===== config.mk =====
export PLATFORM = sky130hd
export DESIGN_NAME = coeff_block_assembler
export DESIGN_NICKNAME = d
export VERILOG_FILES = /design/src/rtl/coeff_block_assembler.sv
export SDC_FILE = /design/constraint.sdc
export NUM_CORES = 1
export LEC_CHECK = 0
export CORE_UTILIZATION = 40
export CTS_CLUSTER_SIZE = 24
export DETAILED_ROUTE_END_ITERATION = 8
export GPL_TIMING_DRIVEN = 0
export HOLD_SLACK_MARGIN = 0.03
export PLACE_DENSITY = 0.69
export SLEW_MARGIN = 40
export SYNTH_ARGS = -nofsm -noshare
export SYNTH_HDL_FRONTEND = slang
export SYNTH_SLANG_ARGS = --single-unit

===== constraint.sdc =====
create_clock -name clk -period 25.8 [get_ports clk]
set_input_delay 3.87 -clock clk [delete_from_list [all_inputs] [get_ports clk]]
set_output_delay 3.87 -clock clk [all_outputs]
set_load 0.05 [all_outputs]

===== src/rtl/coeff_block_assembler.sv =====
// -----------------------------------------------------------------------------
// coeff_block_assembler
//
// Collects entropy-decoded (run, level, EOB) symbols into an 8x8 coefficient
// buffer in JPEG zig-zag order. When a block closes, the buffer is presented to
// the downstream decompressor and start_block pulses for one cycle. The buffer
// is then held until the consumer returns block_done.
//
// Block closure: an EOB symbol, a write to the last zig-zag position (63), or a
// run that reaches past position 63 (the level is dropped and overrun_err is
// set). overrun_err is sticky and clears only on reset.
//
// Ports
//   clk               in   rising-edge clock
//   rst               in   asynchronous reset, active high
//   sym_valid         in   symbol valid
//   sym_ready         out  symbol ready (high only while filling)
//   sym_run           in   number of zero positions to skip before the level
//   sym_level         in   signed coefficient value
//   sym_eob           in   end of block; run/level are ignored
//   quantized_coeffs  out  [row][col] registered coefficient buffer
//   start_block       out  one-cycle pulse: buffer holds a complete block
//   block_done        in   consumer finished the block (honoured only in WAIT)
//   overrun_err       out  sticky: a run overran position 63
// -----------------------------------------------------------------------------
module coeff_block_assembler #(
    parameter int BLOCK_SIZE  = 8,  // zig-zag ROM below is defined for 8 only
    parameter int COEFF_WIDTH = 9,
    parameter int RUN_WIDTH   = 6
) (
    input  logic                          clk,
    input  logic                          rst,
    input  logic                          sym_valid,
    output logic                          sym_ready,
    input  logic [RUN_WIDTH-1:0]          sym_run,
    input  logic signed [COEFF_WIDTH-1:0] sym_level,
    input  logic                          sym_eob,
    output logic signed [COEFF_WIDTH-1:0] quantized_coeffs [BLOCK_SIZE][BLOCK_SIZE],
    output logic                          start_block,
    input  logic                          block_done,
    output logic                          overrun_err
);

    // 7 bits hold pos + run (at most 63 + 63) without wrapping.
    localparam int POS_W    = 7;
    localparam int LAST_POS = BLOCK_SIZE * BLOCK_SIZE - 1;

    typedef enum logic [1:0] {
        S_CLEAR,
        S_FILL,
        S_EMIT,
        S_WAIT
    } state_t;

    // Zig-zag position -> raster index (row * 8 + col), standard JPEG order.
    localparam logic [5:0] ZZ_ROM [64] = '{
         0,  1,  8, 16,  9,  2,  3, 10,
        17, 24, 32, 25, 18, 11,  4,  5,
        12, 19, 26, 33, 40, 48, 41, 34,
        27, 20, 13,  6,  7, 14, 21, 28,
        35, 42, 49, 56, 57, 50, 43, 36,
        29, 22, 15, 23, 30, 37, 44, 51,
        58, 59, 52, 45, 38, 31, 39, 46,
        53, 60, 61, 54, 47, 55, 62, 63
    };

    state_t           state;
    state_t           state_nxt;
    logic [POS_W-1:0] pos;
    logic [POS_W-1:0] target;
    logic             target_over;
    logic             target_last;
    logic [5:0]       raster_idx;
    logic             accept;

    assign accept      = sym_valid && sym_ready;
    assign target      = pos + POS_W'(sym_run);
    assign target_over = target > POS_W'(LAST_POS);
    assign target_last = target == POS_W'(LAST_POS);
    assign raster_idx  = ZZ_ROM[target[5:0]];

    // ---------------------------------------------------------------- state register
    // NOTE: sequential state uses non-blocking (<=) so every flop samples
    // pre-edge values; blocking (=) here would create order-dependent races.
    always_ff @(posedge clk or posedge rst) begin
        if (rst) begin
            state <= S_CLEAR;
        end else begin
            state <= state_nxt;
        end
    end

    // ---------------------------------------------------------------- next state
    // NOTE: state_nxt gets a default before the case so no path leaves it
    // unassigned; otherwise synthesis would infer a latch.
    always_comb begin
        state_nxt = state;
        unique case (state)
            S_CLEAR: state_nxt = S_FILL;
            S_FILL: begin
                if (accept && (sym_eob || target_over || target_last)) begin
                    state_nxt = S_EMIT;
                end
            end
            S_EMIT: state_nxt = S_WAIT;
            S_WAIT: begin
                if (block_done) begin
                    state_nxt = S_CLEAR;
                end
            end
            default: state_nxt = S_CLEAR;
        endcase
    end

    // ---------------------------------------------------------------- outputs
    always_comb begin
        sym_ready   = 1'b0;
        start_block = 1'b0;
        unique case (state)
            S_FILL:  sym_ready   = 1'b1;
            S_EMIT:  start_block = 1'b1;
            default: ;
        endcase
    end

    // ---------------------------------------------------------------- datapath
    // NOTE: the coefficient buffer is a register array, not RAM, because it
    // must read as all-zero straight out of reset; that is why it sits in the
    // async reset branch alongside the control flops.
    always_ff @(posedge clk or posedge rst) begin
        if (rst) begin
            for (int r = 0; r < BLOCK_SIZE; r++) begin
                for (int c = 0; c < BLOCK_SIZE; c++) begin
                    quantized_coeffs[r][c] <= '0;
                end
            end
            pos         <= '0;
            overrun_err <= 1'b0;
        end else begin
            if (state == S_CLEAR) begin
                for (int r = 0; r < BLOCK_SIZE; r++) begin
                    for (int c = 0; c < BLOCK_SIZE; c++) begin
                        quantized_coeffs[r][c] <= '0;
                    end
                end
                pos <= '0;
            end else if (accept && !sym_eob) begin
                if (target_over) begin
                    // Level has nowhere to go: drop it and flag the stream.
                    overrun_err <= 1'b1;
                end else begin
                    quantized_coeffs[raster_idx[5:3]][raster_idx[2:0]] <= sym_level;
                    pos <= target + POS_W'(1);
                end
            end
        end
    end

endmodule


Word-level counts from Yosys, hierarchy flattened --
Memories as Yosys holds them, arrays and structs flattened. Cells that the tools add are included. W data, S select, Z words.
Word-level totals: memories 1, output and inout bits 579, register bits after elaboration 586, memory bits (read-only) 384, bits of input ports 20
Cells by class: reduce and logical (&&, ||, !) cells 13, mux-type cells 18, equal/unequal tests 7, bitwise operators 4, add/subtract/negate cells 2, order comparisons 6
Memory list:
- (no name shown) | depth 64, width 6, rd ports 1, clocked after Yosys merged registers in 0, write ports 0, line 80 | assign raster_idx = ZZ_ROM[target[5:0]];
Operators by type and width (number):
- $mux W576 | 3
- $bwmux W576 | 1
- $demux W72 S3 | 1
- $mux W72 | 1
- $demux W9 S3 | 1
- $mux W7 | 3
- $mux W6 | 2
- $mux W9 | 1
- $ge A4 B4 Y1 const B | 2
- $lt A4 B1 Y1 const B | 2
- $not A3 Y4 | 2
- $pmux W2 S4 | 1
- $add A7 B1 Y7 const B | 1
- $add A7 B6 Y7 | 1
- $eq A7 B6 Y1 const B | 1
- $ge A7 B7 Y1 const B | 1
- $gt A7 B6 Y1 const B | 1
- $not A6 Y7 | 1
- $logic_and A1 B1 Y1 | 5
- $eq A2 B2 Y1 const B | 2
- $mux W2 | 2
- $ne A2 B2 Y1 const B | 2
- $reduce_and A2 Y1 | 2
- $reduce_and A3 Y1 | 1
- other kinds (8) | 10

Depth between registers and ports, before layout --
Gate-level depths: netlist of run 1.
depth after elaboration 16, depth in mapped cells 16, depth with buffers taken out 13

Worst setup path before layout of run 1 --
Ideal clock, no wire load.
path type input to register, start input port sym_run[0], end register quantized_coeffs[0] in the netlist's numbering, slack 18436 ps, arrival time 7228 ps, required time 25663 ps, buffers on the path 3, stages 15, path through ha_1 -> fa_1 -> xor2_1 -> inv_2 -> clkbuf_1 -> ha_1 -> and2_1 -> o22ai_1 -> a32oi_1 -> or3_1 -> a21oi_1 -> clkbuf_1 -> nand3_1 -> buf_2 -> mux2i_1
Between the ends: longest elaborated chain between the ends 16
RTL lines:
- start: declaration | line 35 | input logic [RUN_WIDTH-1:0] sym_run,
- $add A7 B6 Y7 * | line 77 | assign target = pos + POS_W'(sym_run);
- $not A6 Y7 (implied by the code) | line 80
- $mem_v2 Z64 W6
- $mux W6 (implied by the code) (2 in series) | line 80
- $not A3 Y4 (implied by the code) | line 152 | quantized_coeffs[raster_idx[5:3]][raster_idx[2:0]] <= sym_level;
- $ge A4 B4 Y1 (implied by the code) / $lt A4 B1 Y1 (equally long branches) | line 152
- $logic_and A1 B1 Y1 (implied by the code) | line 152
- $mux W9 (implied by the code) | line 152
- $demux W9 S3 | line 152
- $mux W72 (implied by the code) | line 152
- $demux W72 S3 | line 152
- $bwmux W576 | line 152
- $mux W576 | line 148 | if (target_over) begin
- $mux W576 | line 147 | end else if (accept && !sym_eob) begin
- $mux W576 | line 140 | if (state == S_CLEAR) begin
- end signal: indexed assignment | line 152
- end: declaration | line 38 | output logic signed [COEFF_WIDTH-1:0] quantized_coeffs [BLOCK_SIZE][BLOCK_SIZE],
Every way passes the cells marked *; elsewhere a longest branch is shown, timed or not. The select of a mux whose other input is x is not followed. A chain may end at the register's enable or synchronous reset.

Worst setup path in the final report of run 1 --
start input port sym_run[0], end register quantized_coeffs[131] in the netlist's numbering
Same word-level chain as after synthesis.

==> metrics.txt, run 1 <==
DRC violations left 0; CTS tree done; Internal Power 1980 uW; Pwr Density 90.5 mW/mm^2; Layout Skew 0.0253 ns; Tmin final 8.31 ns; sequential share of the synthesized area 0.542; GRT Total Usage 0.269; critical path class primary input to flip-flop; post-cts gate resize count 0; Place WS 16.74 ns; Starting Density 0.404; r2r setup slk 20.83 ns; Fill cells 5718; Post-Syn Instances 2236; crit path launch type primary input; maximum vdd ir drop 0.0502 mV; maximum clock frequency 0.120 GHz; Avg Cell Area, Syn 12.1 um^2; root buffer cell clkbuf_16; status finished, final reports clean; switch share 0.403; vias in the first global route 21014; worst r2r dst quantized_coeffs[131]$_DFFE_PP0P_; Buffers on Ports 598; # rows 95; Top Ports 599; die footprint 0.0687 mm^2; Synth cell types 75; Yosys Warn Count 0; core area 0.0670 mm^2; ranking of synthesized cells by area dfrtp_1 (54%), mux2i_1 (21%), nand2b_1 (14%); Worst Max-Slew Pin Slew 0.802 ns; Overflow after GRT 0; synthesis-stage register bit count 586; Async SR Flop Fraction 1.00; Post-CTS Hold Fix Bufs 0; fin. max-slew vios 0; Post-Syn Nets 2281; Critical Path Fanout Max 13; routed vias 20104; WP data required 26.23 ns; DR vias/cell 5.24; layout cell share with drive strength beyond 1 0.0754; post-route design area 0.0367 mm^2; initial antenna violation count 2; mapped cell area 0.0271 mm^2; CP Capture Point quantized_coeffs[131]$_DFFE_PP0P_; die width 262 um; period utilisation layout 0.322; Critical Path AT 8.74 ns; Clk pin slew, worst setup/hold paths 0.06 ns; Post-DP HPWL 66600 um; number of synthesized flops with an enable pin 0; worst relative slew slack 0.465; path depth of the worst reg2reg path 12; Worst Hold Class flip-flop to flip-flop; Clock Tree Buf Depth 3; GPL Wtd Cong 0.889; dominant synthesized flop cell dfrtp_1; reg2reg start pos[0]$_DFFE_PP0P_; NetSw 1340 uW; final setup margin 17.49 ns; max cap viols 0; CTS Sinks 586; placed cell area 0.0344 mm^2; Final Power 3320 uW; Setup crit start sym_run[0]; final count of hold timing violations 0; Logic pwr share 0.405; postcts setup bufs 0; clock network power share 0.297; largest area contributor in the netlist dfrtp_1; LEAKAGE 0.0193 uW; unrepaired setup endpoints after global routing no; commonest cells after routing, fill and taps aside clkdlybuf4s50_1 (598), nand2b_1 (586), dfrtp_1 (586), mux2i_1 (581), clkbuf_1 (133); Inserted Clock Buffers 66; first-pass GRT wire length 138000 um; CP endpoint kind flip-flop; final setup vio count 0; DR iter-0 viols 1292; First-pass DRT Iterations 5; Synth-to-Final Area Change 35.4%; average wire per standard cell 24.5 um; ANT nets after route 0; final WL 94000 um; Die H 262 um; post-synth top area share 0.542; H-tree levels 3; part of the power in registers 0.298; largest net degree at the start of global routing 84; Layout Nets 2955; commonest non-fill, non-tap cell in the layout clkdlybuf4s50_1; Clock Latency Late Sink 0.61 ns
## cells in the mapped netlist, types with 3 or more instances
library cell / instances
dfrtp_1: 586
nand2b_1: 586
mux2i_1: 581
clkbuf_1: 130
buf_2: 52
nand3_1: 37
nand2_1: 33
ha_1: 24
nand2_4: 15
a21oi_1: 14
buf_1: 10
inv_1: 10
nor2_1: 10
a22o_1: 8
nor3b_1: 8
o211ai_1: 7
o21ai_0: 7
nand2_2: 6
a211oi_1: 5
and3_1: 5
nor3_1: 5
a211o_1: 4
o2111ai_1: 4
o22ai_1: 4
or3_1: 4
a21o_1: 3
a311o_1: 3
a32oi_1: 3
and2_1: 3
and4_1: 3
buf_4: 3
nor4_1: 3
o31ai_1: 3
xnor2_1: 3
## logic make-up (layout without fill, tap and decap cells)
logic type,after synthesis,count (layout),synth area share
AND/OR/NAND/NOR,729,729,0.167
flip-flops,586,586,0.542
multiplexers,583,583,0.216
buffers and inverters,208,930,0.0319
AO/OA/AOI/OAI,100,100,0.0305
adder cells (fa/ha/maj),25,25,0.0118
XOR/XNOR,5,5,0.00162
other,0,2,0
## layer usage
metal / vias up / track usage / part of all wire / routed length [um]
met4: 2 / 0.105 / 0.039 / 3630
met5: - / 0 / 0.00012 / 11
met1: 10386 / 0.344 / 0.41 / 38900
li1: 8870 / - / - / -
met2: 661 / 0.442 / 0.48 / 45200
met3: 185 / 0.0637 / 0.067 / 6270
## sequential cells by signal, indices dropped and copies added, names as in the netlist
signal / flops
overrun_err: 1
pos: 7
quantized_coeffs: 576
state: 2
## how the worst min path moves through the flow
stage / start / endpoint / cells after the start
detailed placement: overrun_err$_DFFE_PP0P_ / overrun_err$_DFFE_PP0P_ / 2
finish: overrun_err$_DFFE_PP0P_ / overrun_err$_DFFE_PP0P_ / 2
floorplan: pos[5]$_DFFE_PP0P_ / pos[5]$_DFFE_PP0P_ / 1
global placement: overrun_err$_DFFE_PP0P_ / overrun_err$_DFFE_PP0P_ / 2
CTS: overrun_err$_DFFE_PP0P_ / overrun_err$_DFFE_PP0P_ / 2
global route: overrun_err$_DFFE_PP0P_ / overrun_err$_DFFE_PP0P_ / 2
## through the flow
step	cells	hold slack [ns]	TNS (ns)	utilization
floorplan	2236	0.477	0	-
global placement	3707	0.464	-414.32	0.509
detailed placement	3715	0.461	0	0.513
CTS	3831	0.475	0	0.547
global route	3831	0.503	0	0.547
finish	3833	0.484	0	0.547
## worst max-delay path, stage by stage
cell and delay [ns]:
clkdlybuf4s50_1 0.43, ha_1 0.24, fa_1 0.48, xor2_1 0.47
clkbuf_1 0.58, ha_1 0.37, a311o_1 0.27, o32ai_1 0.11
a22o_1 0.32, nor3b_1 0.20, clkbuf_1 0.55, nand2_1 0.58
mux2i_1 0.23
## power groups by stage
stage	Clock, uW	Sequential, uW	Combinational [uW]
finish	984	989	1340
global route	1040	993	1420
CTS	1000	988	1340
detailed placement	0	1000	1330
global placement	0	1000	1320
floorplan	0	1130	733
## area by class of cell
class / instances / area (um^2) / area share
plain buffers: 196 / 835 / 0.0228
clock inverters: 23 / 289 / 0.00788
well taps: 873 / 1090 / 0.0298
flip-flops and latches: 586 / 14700 / 0.400
clock buffers: 93 / 1970 / 0.0539
inverters: 12 / 52.6 / 0.00143
diodes: 2 / 5.00 / 0.000137
multi-input cells: 1442 / 11500 / 0.315
repair buffers: 606 / 6210 / 0.169
Note: power is estimated with default switching activity, not from simulation.
==> inputs of run 2 (changes only) <==
==> constraint.sdc (replaced) <==
create_clock -name clk -period 8.1 [get_ports clk]
set_input_delay 1.215 -clock clk [delete_from_list [all_inputs] [get_ports clk]]
set_output_delay 1.215 -clock clk [all_outputs]
set_load 0.05 [all_outputs]
==> metrics.txt, run 2 (same netlist as run 1, synthesis figures left out) <==
post-route design area 0.0371 mm^2 (+1.2%); Worst Max-Slew Pin Slew 0.869 ns (+0.0671 ns); average wire per standard cell 24.6 um (+0.40%); GPL Wtd Cong 0.889 (about the same); WP data required 8.54 ns (-17.69 ns); final setup margin 2.18 ns (-15.31 ns); Tmin final 5.92 ns; commonest non-fill, non-tap cell in the layout clkdlybuf4s50_1; post-cts gate resize count 0 (unchanged); Top Ports 599 (unchanged); Overflow after GRT 0 (unchanged); Top reg by flops quantized_coeffs; final setup vio count 0 (unchanged); Pwr Density 284 mW/mm^2 (+210%); LEAKAGE 0.0195 uW (+0.91%); die footprint 0.0687 mm^2 (unchanged); Post-CTS Hold Fix Bufs 0 (unchanged); Synth-to-Final Area Change 37.1%; worst hold margin 0.505 ns (+0.0206 ns); initial antenna violation count 4 (+2); GRT Total Usage 0.271 (+0.00185); routed vias 20140 (+0.18%); die width 262 um (unchanged); max FFs per register 576 (unchanged); Inserted Clock Buffers 66 (unchanged); vias in the first global route 21060 (+0.22%); Setup TNS Final 0 ns (unchanged); core area 0.0670 mm^2 (unchanged); Critical Path AT 6.36 ns (-2.38 ns); critical path class primary input to flip-flop; DR iter-0 viols 1152 (-11%); worst relative slew slack 0.420 (-0.0447); layout cell share with drive strength beyond 1 0.0791 (+0.00373); CTS tree done; first-pass GRT wire length 139000 um (+0.64%); unrepaired setup endpoints after global routing no; # rows 95 (unchanged); placed cell area 0.0348 mm^2 (+1.3%); commonest cells after routing, fill and taps aside clkdlybuf4s50_1 (598), nand2b_1 (586), dfrtp_1 (586), mux2i_1 (581), clkbuf_1 (144); Post-DP HPWL 68700 um (+3.1%); period utilisation layout 0.731; maximum vdd ir drop 0.179 mV (+260%); Place WS 1.34 ns (-15.40 ns); Starting Density 0.404 (unchanged); First-pass DRT Iterations 5 (unchanged); crit path launch type primary input; maximum clock frequency 0.169 GHz; ANT nets after route 0 (unchanged); postcts setup bufs 0 (unchanged); Fill cells 5652 (-1.2%); DR vias/cell 5.22 (-0.44%); Clock Tree Buf Depth 3 (unchanged); largest registers quantized_coeffs: 576 flops, pos: 7 flops, state: 2 flops; multi-input logic area 0.0115 mm^2 (about the same); status finished, final reports clean; Critical Path Fanout Max 13 (unchanged); max cap viols 0 (unchanged); flip-flop and latch area 0.0147 mm^2 (unchanged); Clock Latency Late Sink 0.61 ns (about the same); H-tree levels 3 (unchanged); Layout Nets 2976 (+0.71%); Layout Skew 0.0157 ns (-0.00955 ns); CP endpoint kind flip-flop; largest net degree at the start of global routing 28 (-67%); CTS Sinks 586 (unchanged); final count of hold timing violations 0 (unchanged); fin. max-slew vios 0 (unchanged); Buffers on Ports 598 (unchanged); Clk pin slew, worst setup/hold paths 0.06 ns (about the same); final WL 95000 um (+1.0%); Die H 262 um (unchanged); r2r setup slk 2.83 ns (-18.00 ns); Worst Hold Class flip-flop to flip-flop; DRC violations left 0 (unchanged); root buffer cell clkbuf_16
[run 2: cell types whose count changed in the layout (fill, tap and decap cells not counted), sizes merged]
cell      change
buf          +21
bufinv        -1
clkinv        -6
inv           -1
clkbuf        +7
diode         -1
clkinvlp      +5
[run 2: layout make-up]
| type | instances | area share |
|---|---|---|
| sequential | 586 | 0.395 |
| multi-input combinational | 1442 | 0.311 |
| timing repair buffer | 627 | 0.180 |
| clock buffer | 100 | 0.0537 |
| tap | 873 | 0.0294 |
| buffer | 196 | 0.0225 |
| clock inverter | 20 | 0.00695 |
| inverter | 12 | 0.00132 |
| antenna | 1 | 0.0000674 |
[run 2: metrics by stage]
stage,cells,util,total power [uW]
final,3857,0.553,10500
after detailed placement,3735,0.520,7460
after global routing,3856,0.553,11000
after global placement,3707,0.509,7370
after floorplan,2236,-,5930
after CTS,3855,0.553,10600
[run 2: final timing paths]
kind / start / endpoint / cells past startpoint
max: sym_run[0] / quantized_coeffs[373]$_DFFE_PP0P_ / 17
min: overrun_err$_DFFE_PP0P_ / overrun_err$_DFFE_PP0P_ / 2
max reg2reg: pos[0]$_DFFE_PP0P_ / quantized_coeffs[373]$_DFFE_PP0P_ / 16
min reg2reg: overrun_err$_DFFE_PP0P_ / overrun_err$_DFFE_PP0P_ / 2
max in group asynchronous: rst / quantized_coeffs[347]$_DFFE_PP0P_ / 10
min in group asynchronous: rst / quantized_coeffs[49]$_DFFE_PP0P_ / 2
[run 2: power breakdown]
group	internal, uW	total, uW	switching [uW]
Clock	1840	3100	1260
Combinational	1410	4280	2880
Sequential	3060	3150	88.5
[run 2: routing by layer]
metal,vias to the layer above,global-route usage,share of wire
li1,8939,-,-
met4,4,0.0941,0.034
met5,-,0,0.00025
met1,10407,0.337,0.41
met3,174,0.0746,0.067
met2,616,0.452,0.49
[run 2: critical path: stages]
cell and delay, ns:
clkdlybuf4s50_1 0.41, ha_1 0.23, fa_1 0.47, xor2_1 0.48
inv_2 0.21, clkbuf_1 0.36, ha_1 0.32, and2_1 0.16
o22ai_1 0.11, a32oi_1 0.16, or3_1 0.42, a21oi_1 0.69
clkbuf_1 0.35, buf_4 0.26, nand3_1 0.08, buf_2 0.25
mux2i_1 0.16
==> edit: new RTL, config.mk and constraints of run 2 <==
`RUN_WIDTH`: 6 -> 3.
--- a/src/rtl/coeff_block_assembler.sv
+++ b/src/rtl/coeff_block_assembler.sv
@@ -26,7 +26,7 @@
 module coeff_block_assembler #(
     parameter int BLOCK_SIZE  = 8,  // zig-zag ROM below is defined for 8 only
     parameter int COEFF_WIDTH = 9,
-    parameter int RUN_WIDTH   = 6
+    parameter int RUN_WIDTH   = 3
 ) (
     input  logic                          clk,
     input  logic                          rst,
Interface: changed (resized sym_run); port bits go from 599 to 596. The function was not compared with the original's and may differ.
==> edit against run 2 <==
- clock skew increased by 0.015 ns
- via count grew 1.7%
- count of clock-buffer cells in the layout shrank 2
- setup slack lost 0.051 ns
- highest routed layer is now met4
- power fell by 14%
- sequential power shrank 4%
- sequential cell count unchanged
- die area increased by 1.3%
- cell area rose by 0.82%
- routed wire length up 1.2%
- area after synthesis up 1.3%
- final cell count is 1.8% higher
- combinational power shrank 30%
==> edit: results (changes against run 2) <==
| Metric | Value |
|---|---|
| Design area | 37,400 um2 (was 37,100 um2) |
| Global-route wire length before repair | 145,000 um (was 139,000 um) |
| Post-synthesis compound-gate area fraction | 3.03% (was 3.05%) |
| Cts bufs inserted | 67 (was 66) |
| Commonest cells post-synth | nand2b_1 (590), dfrtp_1 (586), mux2i_1 (579) (was dfrtp_1 (586), nand2b_1 (586), mux2i_1 (581)) |
| Worst rel slew slack | 43.4% (was 42.0%) |
| Leakage | 19.3 nW (was 19.5 nW) |
| Area post-placement | 35,200 um2 (was 34,800 um2) |
| Non-clock inverters | 9 (was 12) |
| DR pass1 iterations | 6 (was 5) |
| Syn avg cell area | 11.9 um2 (was 12.1 um2) |
| Multiplexer share of the synthesized area | 21.1% (was 21.6%) |
| Syn nets | 2,349 (was 2,281) |
| Fill count | 5,718 (was 5,652) |
| Area growth, synth to finish | 36.4% (was 37.1%) |
| Total track usage | 27.6% (was 27.1%) |
| Status | finished clean (unchanged) |
| Multi-input logic cell count | 1,483 (was 1,442) |
| Yosys cell types | 74 (was 75) |
| Synth top area cells | dfrtp_1 (53%), mux2i_1 (21%), nand2b_1 (13%) (was dfrtp_1 (54%), mux2i_1 (21%), nand2b_1 (14%)) |
| Clock-cell share | 5.89% (was 6.07%) |
| Critical-path top delay cell | fa_1 (was a21oi_1) |
| Fmax | 167 MHz (was 169 MHz) |
| Nets | 3,042 (was 2,976) |
| Signal buffers | 856 (was 823) |
| Number of global-route vias before repair | 22,000 (was 21,100) |
| Initial antenna violation count | 0 (was 4) |
| Crit path DAT | 6.40 ns (was 6.36 ns) |
| DR WL/cell | 24.5 um (was 24.6 um) |
| Final Routed Wirelength | 96,100 um (was 95,000 um) |
| Non-Clock Buffer Area Fraction | 20.6% (was 20.2%) |
| Peak VDD IR | 148 uV (was 179 uV) |
| Via count | 20,500 (was 20,100) |
| Synth Area in XOR/XNOR | 0.324% (was 0.162%) |
| DR iter-0 viols | 1,141 (was 1,152) |
| R2R depth | 13 (was 16) |
| Placer Congestion | 0.900 (was 0.889) |
| Hold Path Cell Cnt | 1 (was 2) |
| Largest net degree at the start of global routing | 29 (was 28) |
| Worst Skew | 0.0309 ns (was 0.0157 ns) |
| Place WS | 1.53 ns (was 1.34 ns) |
| Post-Place Cells | 3,806 (was 3,735) |
| CP max stage delay | 0.83 ns (was 0.69 ns) |
| Part of the Yosys area used for sequential elements | 53.5% (was 54.2%) |
| Multi-input combinational area share | 31.2% (was 31.1%) |
==> edit: changes by cell type after synthesis, moves of 9 or more <==
cell     delta
o21ai_0    +13
a21oi_1     +9
buf_2      +23
nand2_1    -14
nand2_4    -15
nand3_1    +10
nor2_1     +17
nand4_1    +21
==> edit: layer usage <==
layer,global-route usage (%),up-vias,wire length (um)
met1,34.1,10500,39700
met5,0,-,0
li1,-,9165,-
met2,46.3,663,46600
met4,9.99,0,3210
met3,7.25,158,6630
==> edit: worst min path at each step <==
stage	to	slack, ns
5_1_grt	overrun_err	0.48
6_report	overrun_err	0.46
3_3_place_gp	overrun_err	0.46
2_1_floorplan	pos[0]	0.48
3_5_place_dp	overrun_err	0.46
4_1_cts	overrun_err	0.47
==> edit: power breakdown <==
part	total [mW]	switching, mW	internal [mW]
clock	3.06	1.25	1.81
combinational	3.00	1.98	1.01
sequential	3.01	0.0325	2.98
total	9.06	3.26	5.80
